File: config.mk
export PLATFORM = sky130hd
export DESIGN_NAME = counter_dec_4w_ctrl
export DESIGN_NICKNAME = d
export VERILOG_FILES = /design/src/rtl/counter_dec_4w_ctrl.sv
export SDC_FILE = /design/constraint.sdc
export NUM_CORES = 1
export LEC_CHECK = 0
export ABC_AREA = 1
export BUFFER_PORTS_ARGS = -buffer_cell sky130_fd_sc_hd__buf_4
export CAP_MARGIN = 5
export CELL_PAD_IN_SITES_DETAIL_PLACEMENT = 0
export CELL_PAD_IN_SITES_GLOBAL_PLACEMENT = 1
export CORE_UTILIZATION = 35
export CTS_CLUSTER_SIZE = 30
export DETAILED_ROUTE_END_ITERATION = 10
export PLACE_DENSITY = 0.75
export SETUP_SLACK_MARGIN = 0.02
export SLEW_MARGIN = 25
export SYNTH_ARGS = -nofsm -noshare
export SYNTH_HDL_FRONTEND = slang
export SYNTH_SLANG_ARGS = --single-unit
File: constraint.sdc
create_clock -name i_clk -period 2.5 [get_ports i_clk]
set_input_delay 0.125 -clock i_clk [delete_from_list [all_inputs] [get_ports i_clk]]
set_output_delay 0.125 -clock i_clk [all_outputs]
set_load 0.05 [all_outputs]
File: src/rtl/counter_dec_4w_ctrl.sv
// counter_dec_4w_ctrl: run controller for the 4-digit BCD counter chain.
// Loads a preset, then issues plus/minus step strobes every TICK_DIV cycles
// until the terminal value is reached (zero for countdown, preset for count-up).
// Supports pause/resume (prescaler phase kept) and abort.
//
// Optional build macro: COUNTER_DEC_CTRL_AUTORELOAD_EN
//   defined   -> DONE is a one-cycle pulse followed by an automatic reload
//                with the retained preset/direction (periodic timer).
//   undefined -> DONE is held until i_start or i_stop.
//
// All outputs are registered. A step strobe is decided one edge ahead, so it
// is high in the RUN cycle in which the prescaler sits at TICK_DIV-1. The
// counter can only change after one of our strobes and TICK_DIV >= 2, so the
// terminal flags seen one cycle early equal those of the strobe cycle.
module counter_dec_4w_ctrl #(
    parameter int TICK_DIV = 1000
) (
    input  logic            i_clk,
    input  logic            i_rst,
    input  logic            i_start,
    input  logic            i_pause,
    input  logic            i_stop,
    input  logic            i_dir,
    input  logic [3:0][3:0] i_preset,
    input  logic [3:0][3:0] i_value,
    input  logic            i_zero,
    output logic [3:0][3:0] o_count,
    output logic            o_load,
    output logic            o_plus,
    output logic            o_minus,
    output logic            o_busy,
    output logic            o_paused,
    output logic            o_done
);

    localparam int            PW        = $clog2(TICK_DIV);
    localparam logic [PW-1:0] PRESC_MAX = PW'(TICK_DIV - 1);

    typedef enum logic [2:0] {
        S_IDLE,
        S_LOAD,
        S_RUN,
        S_PAUSE,
        S_DONE
    } state_t;

    state_t          state;
    logic [PW-1:0]   presc;
    logic [PW-1:0]   presc_inc;
    logic [3:0][3:0] preset_q;
    logic            dir_q;
    logic            terminal;

    // Terminal condition of the current run and the wrapped prescaler increment
    assign terminal  = dir_q ? (i_value == preset_q) : i_zero;
    assign presc_inc = (presc == PRESC_MAX) ? '0 : presc + 1'b1;

    // Run FSM with registered strobes and status outputs
    always_ff @(posedge i_clk or posedge i_rst) begin
        if (i_rst) begin
            state    <= S_IDLE;
            presc    <= '0;
            preset_q <= '0;
            dir_q    <= 1'b0;
            o_count  <= '0;
            o_load   <= 1'b0;
            o_plus   <= 1'b0;
            o_minus  <= 1'b0;
            o_busy   <= 1'b0;
            o_paused <= 1'b0;
            o_done   <= 1'b0;
        end else begin
            o_load  <= 1'b0;
            o_plus  <= 1'b0;
            o_minus <= 1'b0;
            if (i_stop && state != S_IDLE) begin
                // abort: counter contents are left as they are
                state    <= S_IDLE;
                presc    <= '0;
                o_busy   <= 1'b0;
                o_paused <= 1'b0;
                o_done   <= 1'b0;
            end else begin
                case (state)
                    S_IDLE: begin
                        if (i_start) begin
                            dir_q    <= i_dir;
                            preset_q <= i_preset;
                            o_count  <= i_dir ? '0 : i_preset;
                            o_load   <= 1'b1;
                            o_busy   <= 1'b1;
                            state    <= S_LOAD;
                        end
                    end
                    S_LOAD: begin
                        presc <= '0;
                        state <= S_RUN;
                    end
                    S_RUN: begin
                        if (terminal) begin
                            state  <= S_DONE;
                            o_busy <= 1'b0;
                            o_done <= 1'b1;
                        end else begin
                            // the cycle carrying the pause pulse still counts as RUN
                            presc <= presc_inc;
                            if (i_pause) begin
                                state    <= S_PAUSE;
                                o_paused <= 1'b1;
                            end else if (presc_inc == PRESC_MAX) begin
                                o_plus  <= dir_q;
                                o_minus <= ~dir_q;
                            end
                        end
                    end
                    S_PAUSE: begin
                        if (i_pause) begin
                            state    <= S_RUN;
                            o_paused <= 1'b0;
                            if (presc == PRESC_MAX) begin
                                o_plus  <= dir_q;
                                o_minus <= ~dir_q;
                            end
                        end
                    end
                    S_DONE: begin
                        if (i_start) begin
                            dir_q    <= i_dir;
                            preset_q <= i_preset;
                            o_count  <= i_dir ? '0 : i_preset;
                            o_load   <= 1'b1;
                            o_busy   <= 1'b1;
                            o_done   <= 1'b0;
                            state    <= S_LOAD;
                        end
`ifdef COUNTER_DEC_CTRL_AUTORELOAD_EN
                        else begin
                            o_count <= dir_q ? '0 : preset_q;
                            o_load  <= 1'b1;
                            o_busy  <= 1'b1;
                            o_done  <= 1'b0;
                            state   <= S_LOAD;
                        end
`endif
                    end
                    default: state <= S_IDLE;
                endcase
            end
        end
    end

endmodule
==> out/qor.csv, run 1 <==
metric,value,unit
r2r-end,o_count[12]$_DFFE_PP0P_,
clock_latency,0.31,ns
hpwl,4710,µm
clkSinkCount,52,
synth_edf_count,0,
place_area,3220,µm²
io-pin-count,61,
p_seq_share,35.9,%
synth_flop_cell,dfrtp_1,
leakage,1.70,nW
postLayoutCellArea,3350,µm²
dieArea,8040,µm²
cts_resized,0,
dr.pass1.iters,4,
layout.nets,453,
hold_path_end,preset_q[0]$_DFFE_PP0P_,
area_delta_synth_final,24.4,%
antennaDiodeCount,0,
numCtsBuffers,5,
cts_hold_buffers,1,
path_clk_slew,0.10,ns
yosys-top-cells-area,"dfrtp_1 (48%), nand2_1 (17%), o21ai_0 (6.1%), inv_1 (5.9%), nor2_1 (4.9%)",
final-seq-area,1300,µm²
synth_top_area_cell,dfrtp_1,
post_cts_buffers,0,
pwr-share-clk,16.4,%
synthArstFlopShare,100,%
holdCritPathClass,primary input to flip-flop,
powerDensity,1110,nW/µm²
r2r-start,state[0]$_DFFE_PP0P_,
p_total,3.71,mW
synth.cell_area,2690,µm²
worstHoldPathCells,3,
status,"finished, final reports clean",
drc_errors,0,
cts_buffer_depth,2,
fillCellCount,758,
syn_nets,390,
setup_viol,0,
synth_top_area_share,48.4,%
die_h,89.7,µm
grt_setup_unrepaired,false,
finish.utilization,45.6,%
fp.coreArea,7330,µm²
multiInputGateArea,1160,µm²
grt_pass1_wl,10400,µm
min_from,i_preset[0],
end_kind,flip-flop,
yosysSeqAreaShare,48.4,%
ys_types,27,
grtUsageTotal,17.1,%
p_sw_share,46.0,%
power.switching,1.70,mW
min_period,1.82,ns
fmax,550,MHz
drive_above_1_share,22.9,%
port-buffer-count,60,
first_global_vias,2230,
die_w,89.7,µm
yosys_warnings,0,
grt_overflow_total,0,
dr_total_vias,2316,
start_kind,flip-flop,
slew_violations,0,
tritoncts,done,
drt_wl_total,6260,µm
ir_drop,0.538,mV
r2r_cells,8,
viasPerCell,4.51,
crit_arrival,2.05,ns
gp_congestion,0.815,
ant_nets,0,
cts_root_buf,clkbuf_8,
p_int,2.00,mW
finalSetupTns,0,ns
cts.htree.levels,2,
clock_skew,0.00370,ns
syn_area_per_cell,7.68,µm²
worstPathMaxFanout,16,
drtIter0Drc,83,
p_comb_share,47.7,%
final_cell_mix,"nand2_1 (119), buf_4 (63), dfrtp_1 (52)",
routedWlPerCell,12.2,µm
worst_pin_slew,0.440,ns
num_rows,31,
antenna_found_initial,0,
relSlewSlack,70.6,%
required,2.73,ns
r2r_setup_slack,0.68,ns
initial_utilization,36.7,%
netlist_instances,350,
hold_viol_final,0,
drv_cap,0,
final_common_cell,nand2_1,
ys_ff_latch,52,
criticalPathCategory,flip-flop to flip-flop,
grt_max_degree,23,
final.period_utilization,72.8,%
## worst max-delay path, cell delays in order (launching register included)
cell	delay (ns)
dfrtp_1	0.45
nor2_2	0.13
a21oi_2	0.10
nor2_1	0.12
inv_2	0.07
nor2_4	0.32
buf_4	0.28
nand2_1	0.08
o21ai_0	0.18
## per-layer routing
metal | GRT usage [%] | up-vias | wire, µm
li1 | - | 1212 | -
met1 | 21.9 | 1059 | 2910
met4 | 3.46 | 0 | 14
met2 | 28.4 | 43 | 3000
met5 | 0 | - | 0
met3 | 5.67 | 2 | 348
## synth_stat cells, types with 2 or more instances
library cell,n
o21ai_2,8
nand2_2,3
buf_4,4
nor2_1,35
nand3b_1,2
o21ai_0,33
nand2_1,119
o21ai_1,6
inv_2,3
buf_6,2
nand3_1,15
xnor2_1,2
a21oi_1,2
nand4_1,3
dfrtp_1,52
nor2_4,5
xor2_1,4
inv_1,42
nor2_2,2
## power groups by stage
| stage | logic (mW) | registers (mW) | clock network, mW |
|---|---|---|---|
| after floorplan | 0.791 | 1.87 | 0 |
| after global placement | 1.77 | 1.34 | 0 |
| after detailed placement | 1.79 | 1.35 | 0 |
| after CTS | 1.79 | 1.34 | 0.616 |
| after global routing | 1.96 | 1.37 | 0.653 |
| final | 1.77 | 1.33 | 0.607 |
## stage by stage
step / hold slack, ns / instances / setup WS [ns]
after detailed placement: 0.178 / 504 / 0.700
after global placement: 0.172 / 504 / 0.742
final: 0.0282 / 513 / 0.681
after CTS: 0.0240 / 513 / 0.673
after floorplan: 0.232 / 350 / 0.963
after global routing: 0.0200 / 513 / 0.452
## layout make-up
cell class                      instances  area share, %
Sequential cell                        52           38.9
Inverter                               45           5.05
Multi-Input combinational cell        245           34.6
Tap cell                               99           3.70
Clock inverter                          2           1.16
Timing Repair Buffer                   64           14.4
Clock buffer                            6           2.17
## flip-flops by register name (all words and copies together), names as in the netlist
name	cells
dir_q	1
o_busy	1
o_count	16
o_done	1
o_load	1
o_minus	1
o_paused	1
o_plus	1
presc	10
preset_q	16
state	3
## cells by family after synthesis
group	count (synthesis)	synth area share, %
buffers and inverters	53	8.56
XOR/XNOR	6	1.95
AO/OA/AOI/OAI	50	10.6
AND/OR/NAND/NOR	188	30.1
flip-flops	52	48.4
adder cells (fa/ha/maj)	1	0.465
## worst max path at each step
stage	end	startpoint
global route	o_plus$_DFF_PP0_	presc[0]$_DFFE_PP0P_
finish	o_count[12]$_DFFE_PP0P_	state[0]$_DFFE_PP0P_
CTS	o_count[12]$_DFFE_PP0P_	state[0]$_DFFE_PP0P_
global placement	o_count[12]$_DFFE_PP0P_	state[0]$_DFFE_PP0P_
detailed placement	o_count[12]$_DFFE_PP0P_	state[0]$_DFFE_PP0P_
floorplan	o_minus$_DFF_PP0_	presc[0]$_DFFE_PP0P_
Note: power is estimated with default switching activity, not from simulation.
==> inputs of run 2 (changes only) <==
clock period = 1.7 ns   (was 2.5 ns; I/O delays follow)
==> out/qor.csv, run 2 (synthesis gave the netlist of run 1 again) <==
metric,value,unit,change
fin_cells,520,,+1.4%
leakage,1.76,nW,+4.1%
antenna_found_initial,0,,unchanged
status,"finished, final reports clean",,
drv_cap,0,,unchanged
antennaDiodeCount,0,,unchanged
holdCritPathClass,primary input to flip-flop,,
crit_arrival,1.77,ns,-0.28 ns
slew_violations,0,,unchanged
drt_wl_total,6150,µm,-1.8%
grt_max_degree,53,,+130%
end_kind,flip-flop,,
relSlewSlack,74.2,%,+3.5 points
cts.htree.levels,2,,unchanged
die_h,89.7,µm,unchanged
placed_cells,508,,+0.79%
hold_viol_final,0,,unchanged
required,1.89,ns,-0.84 ns
ir_drop,0.977,mV,+82%
final.period_utilization,93.0,%,+20 points
setup_viol,0,,unchanged
powerDensity,1560,nW/µm²,+41%
r2r_setup_slack,0.12,ns,-0.56 ns
grtUsageTotal,16.3,%,-0.89 points
num_rows,31,,unchanged
final_cell_mix,"nand2_1 (118), buf_4 (64), dfrtp_1 (52)",,
dieArea,8040,µm²,unchanged
pre_cts_ws,0.0292,ns,-0.671 ns
cp_common_cell,nor2_1,,
clkSinkCount,52,,unchanged
area_delta_synth_final,28.4,%,
grt_pass1_wl,10000,µm,-3.7%
numCtsBuffers,5,,unchanged
first_global_vias,2187,,-1.9%
cts_buffer_depth,2,,unchanged
hpwl,4500,µm,-4.6%
tritoncts,done,,
fp.coreArea,7330,µm²,unchanged
slowest_delay,0.37,ns,-0.08 ns
place_area,3290,µm²,+2.1%
cp_cell_sequence,"ha_1, nand2_4, nor2_1, nand3b_4, nand2_1, nor2_2, nand4_1, nor2_1, nor2_1, nor2_1",,
layout.nets,460,,+1.5%
io-pin-count,61,,unchanged
grt_overflow_total,0,,unchanged
final_common_cell,nand2_1,,
path_clk_slew,0.10,ns,about the same
gp_congestion,0.856,,+4.9%
initial_utilization,36.7,%,unchanged
critPathSlowestCell,dfrtp_1,,
layout_setup_ws,0.120,ns,-0.561 ns
cts_root_buf,clkbuf_8,,
worstPathMaxFanout,6,,-10
postLayoutCellArea,3450,µm²,+3.2%
reg_top3,"o_count x16, preset_q x16, presc x10",,
grt_setup_unrepaired,true,,
dr.pass1.iters,4,,unchanged
start_kind,flip-flop,,
viasPerCell,4.49,,-0.54%
clock_skew,0.00736,ns,+0.00366 ns
die_w,89.7,µm,unchanged
fmax,633,MHz,+15%
ant_nets,0,,unchanged
drive_above_1_share,24.2,%,+1.3 points
dr_total_vias,2335,,+0.82%
hold_ws,0.00674,ns,-0.0215 ns
drtIter0Drc,74,,-11%
clock_latency,0.30,ns,about the same
min_period,1.58,ns,-0.239 ns
port-buffer-count,60,,unchanged
criticalPathCategory,flip-flop to flip-flop,,
worst_pin_slew,0.387,ns,-0.0529 ns
routedWlPerCell,11.8,µm,-3.1%
drc_errors,0,,unchanged
-- run 2: cell types whose count changed in the layout (fill, tap and decap cells not counted), moves of 2 or more --
cell / before / now
nor2_2: 2 / 4
dlygate4sd3_1: 1 / 4
buf_12: 0 / 3
nand2_4: 0 / 2
nor2_1: 35 / 33
-- run 2: per-stage QoR --
step	TNS [ns]	power [mW]	utilization, %
final	0	5.40	47.1
after global routing	-0.0188	5.80	47.1
after CTS	0	5.47	46.7
after detailed placement	0	4.71	44.9
after global placement	0	4.67	44.9
after floorplan	0	3.91	-
-- run 2: final timing paths --
check | start | endpoint | cells after the start
max | presc[1]$_DFFE_PP0P_ | o_minus$_DFF_PP0_ | 10
min | i_preset[1] | preset_q[1]$_DFFE_PP0P_ | 3
max reg2reg | presc[1]$_DFFE_PP0P_ | o_minus$_DFF_PP0_ | 10
min reg2reg | o_busy$_DFFE_PP0P_ | o_busy$_DFFE_PP0P_ | 2
max in group asynchronous | i_rst | o_count[1]$_DFFE_PP0P_ | 4
min in group asynchronous | i_rst | presc[9]$_DFFE_PP0P_ | 4
-- run 2: area by class of cell --
| type | instances | area [µm²] |
|---|---|---|
| flip-flops and latches | 52 | 1300 |
| multi-input cells | 245 | 1190 |
| clock buffers | 8 | 90.1 |
| repair buffers | 71 | 581 |
| inverters | 45 | 169 |
| fillers | 775 | 3880 |
| well taps | 99 | 124 |
-- run 2: what timing repair did --
item | 4_1_cts | 5_1_grt
pin swaps | 0 | 1
gates cloned | 0 | 0
gates resized for setup | 1 | 7
hold endpoints to repair | 55 | 0
hold buffers | 4 | 0
setup buffers | 0 | 0
setup endpoints to repair | 2 | 12
-- run 2: worst max-delay path, delay by kind of cell (launching register included) --
family        cells  cell delay (ns)
flops             1             0.37
simple gates      9             0.89
fa+ha+maj         1             0.21
-- run 2: metal layers --
| layer | share of wire [%] | vias up | track usage (%) |
|---|---|---|---|
| li1 | - | 1229 | - |
| met1 | 47 | 1060 | 21.5 |
| met2 | 48 | 44 | 26.7 |
| met3 | 4.9 | 2 | 4.30 |
| met4 | 0.47 | 0 | 3.90 |
| met5 | 0 | - | 0 |
-- run 2: report_power, final --
part,switching [mW],total [mW],internal [mW]
registers,0.254,1.95,1.70
clock network,0.400,0.734,0.334
logic,1.83,2.72,0.886
==> inputs of run 3 (changes only) <==
CORE_MARGIN = 10   (was default)
==> out/qor.csv, run 3 (synthesis gave the netlist of run 1 again) <==
metric,value,unit,change
min_period,1.64,ns,+0.0612 ns
fillCellCount,781,,+0.77%
ant_nets,0,,unchanged
initial_utilization,36.5,%,-0.19 points
grt_overflow_total,0,,unchanged
io-pin-count,61,,unchanged
crit_family,simple AND/OR/NAND/NOR gates,,
r2r-start,presc[1]$_DFFE_PP0P_,,
holdCritPathClass,primary input to flip-flop,,
tritoncts,done,,
slew_violations,0,,unchanged
drv_cap,0,,unchanged
worst_pin_slew,0.463,ns,+0.0762 ns
worstPathMaxFanout,6,,unchanged
die_h,108,µm,+20%
end_kind,flip-flop,,
final_cell_mix,"nand2_1 (112), buf_4 (71), dfrtp_1 (50)",,
p_total,5.56,mW,+2.9%
area_delta_synth_final,36.6,%,
final_common_cell,nand2_1,,
hold_path_end,preset_q[8]$_DFFE_PP0P_,,
setup_viol,0,,unchanged
fin_cells,540,,+3.8%
clock_latency,0.31,ns,about the same
ir_drop,0.777,mV,-21%
antennaDiodeCount,0,,unchanged
num_rows,31,,unchanged
crit_arrival,1.89,ns,+0.12 ns
port-buffer-count,60,,unchanged
die_w,108,µm,+20%
worstHoldPathCells,3,,unchanged
grt_pass1_wl,11900,µm,+19%
placed_cells,511,,+0.59%
dr_total_vias,2453,,+5.1%
relSlewSlack,68.9,%,-5.3 points
finish.utilization,49.8,%,+2.7 points
cts_root_buf,clkbuf_8,,
reg_top3,"o_count x16, preset_q x16, presc x10",,
cts_buffer_depth,2,,unchanged
drc_errors,0,,unchanged
grt_setup_unrepaired,true,,
powerDensity,1510,nW/µm²,-3.3%
fp.coreArea,7370,µm²,+0.53%
status,"finished, final reports clean",,
cp_common_cell,nor2_1,,
grtUsageTotal,12.5,%,-3.7 points
drt_wl_total,7120,µm,+16%
slowest_delay,0.46,ns,+0.09 ns
hold_viol_final,0,,unchanged
clock_skew,0.00825,ns,+0.000896 ns
antenna_found_initial,0,,unchanged
clkSinkCount,52,,unchanged
viasPerCell,4.54,,+1.2%
first_global_vias,2463,,+13%
min_from,i_preset[8],,
gp_congestion,0.841,,-1.7%
final.period_utilization,96.6,%,+3.6 points
fmax,609,MHz,-3.7%
crit_buf_inv,0,,unchanged
start_kind,flip-flop,,
leakage,1.85,nW,+4.6%
grt_max_degree,30,,-43%
r2r_cells,10,,unchanged
r2r-end,o_minus$_DFF_PP0_,,
r2r_setup_slack,0.06,ns,-0.06 ns
numCtsBuffers,5,,unchanged
drtIter0Drc,51,,-31%
hpwl,5280,µm,+17%
routedWlPerCell,13.2,µm,+11%
required,1.94,ns,+0.05 ns
cts.htree.levels,2,,unchanged
cp_cell_sequence,"ha_4, nand2_8, nor2_2, nand3b_4, nand3_1, nor2_1, nand4_1, nor2_1, nor2_1, nor2_1",,
critPathSlowestCell,dfrtp_2,,
dr.pass1.iters,4,,unchanged
criticalPathCategory,flip-flop to flip-flop,,
path_clk_slew,0.10,ns,about the same
dieArea,11600,µm²,+44%
layout.nets,480,,+4.3%
drive_above_1_share,27.9,%,+3.7 points
run 3: how the worst max path moves through the flow:
| stage | from | endpoint | slack (ns) | depth (start not counted) |
|---|---|---|---|---|
| finish | presc[1]$_DFFE_PP0P_ | o_minus$_DFF_PP0_ | 0.06 | 10 |
| global route | presc[0]$_DFFE_PP0P_ | o_minus$_DFF_PP0_ | -0.09 | 11 |
| CTS | presc[1]$_DFFE_PP0P_ | o_plus$_DFF_PP0_ | 0.05 | 10 |
| detailed placement | presc[1]$_DFFE_PP0P_ | o_plus$_DFF_PP0_ | -0.006 | 10 |
| global placement | presc[1]$_DFFE_PP0P_ | o_plus$_DFF_PP0_ | -0.02 | 10 |
| floorplan | presc[0]$_DFFE_PP0P_ | o_minus$_DFF_PP0_ | 0.16 | 10 |
run 3: stage by stage:
step | TNS (ns) | area [µm²] | setup slack [ns] | hold slack [ns]
floorplan | 0 | 2690 | 0.163 | 0.192
global placement | -0.0399 | 3290 | -0.0209 | 0.164
detailed placement | -0.00992 | 3290 | -0.00624 | 0.163
CTS | 0 | 3530 | 0.0503 | 0.0105
global route | -0.139 | 3670 | -0.0907 | 0.0297
finish | 0 | 3670 | 0.0585 | 0.0194
run 3: layer usage:
layer | vias to the layer above | part of all wire, % | GRT usage (%)
met5 | - | 0 | 0
met4 | 0 | 0.98 | 3.34
met3 | 6 | 5.5 | 3.53
met2 | 53 | 47 | 19.4
met1 | 1129 | 46 | 16.7
li1 | 1265 | - | -
run 3: what timing repair did:
item | CTS | global route
hold buffers | 15 | 0
endpoints found under the hold margin | 66 | 0
gates cloned | 0 | 1
resized for setup | 1 | 27
pin swaps | 0 | 13
buffers inserted | 0 | 5
endpoints found under the setup margin | 2 | 24
run 3: final cells by class:
class,instances,area [µm²],share of cell area (%)
repair buffers,90,737,20.1
inverters,45,174,4.73
well taps,99,124,3.37
clock buffers,5,68.8,1.87
clock inverters,3,22.5,0.613
flip-flops and latches,52,1300,35.5
multi-input cells,246,1240,33.9
run 3: power by group:
group          leakage, nW  total, mW  switching, mW  internal (mW)
Combinational         1.12       2.86           1.91          0.950
Sequential           0.674       1.96          0.264           1.70
Clock               0.0485      0.739          0.443          0.296
Total                 1.85       5.56           2.62           2.94
run 3: tightest hold or removal path: stages:
cell and delay (ns):
buf_4 0.07, nand2_1 0.07, o21ai_0 0.07
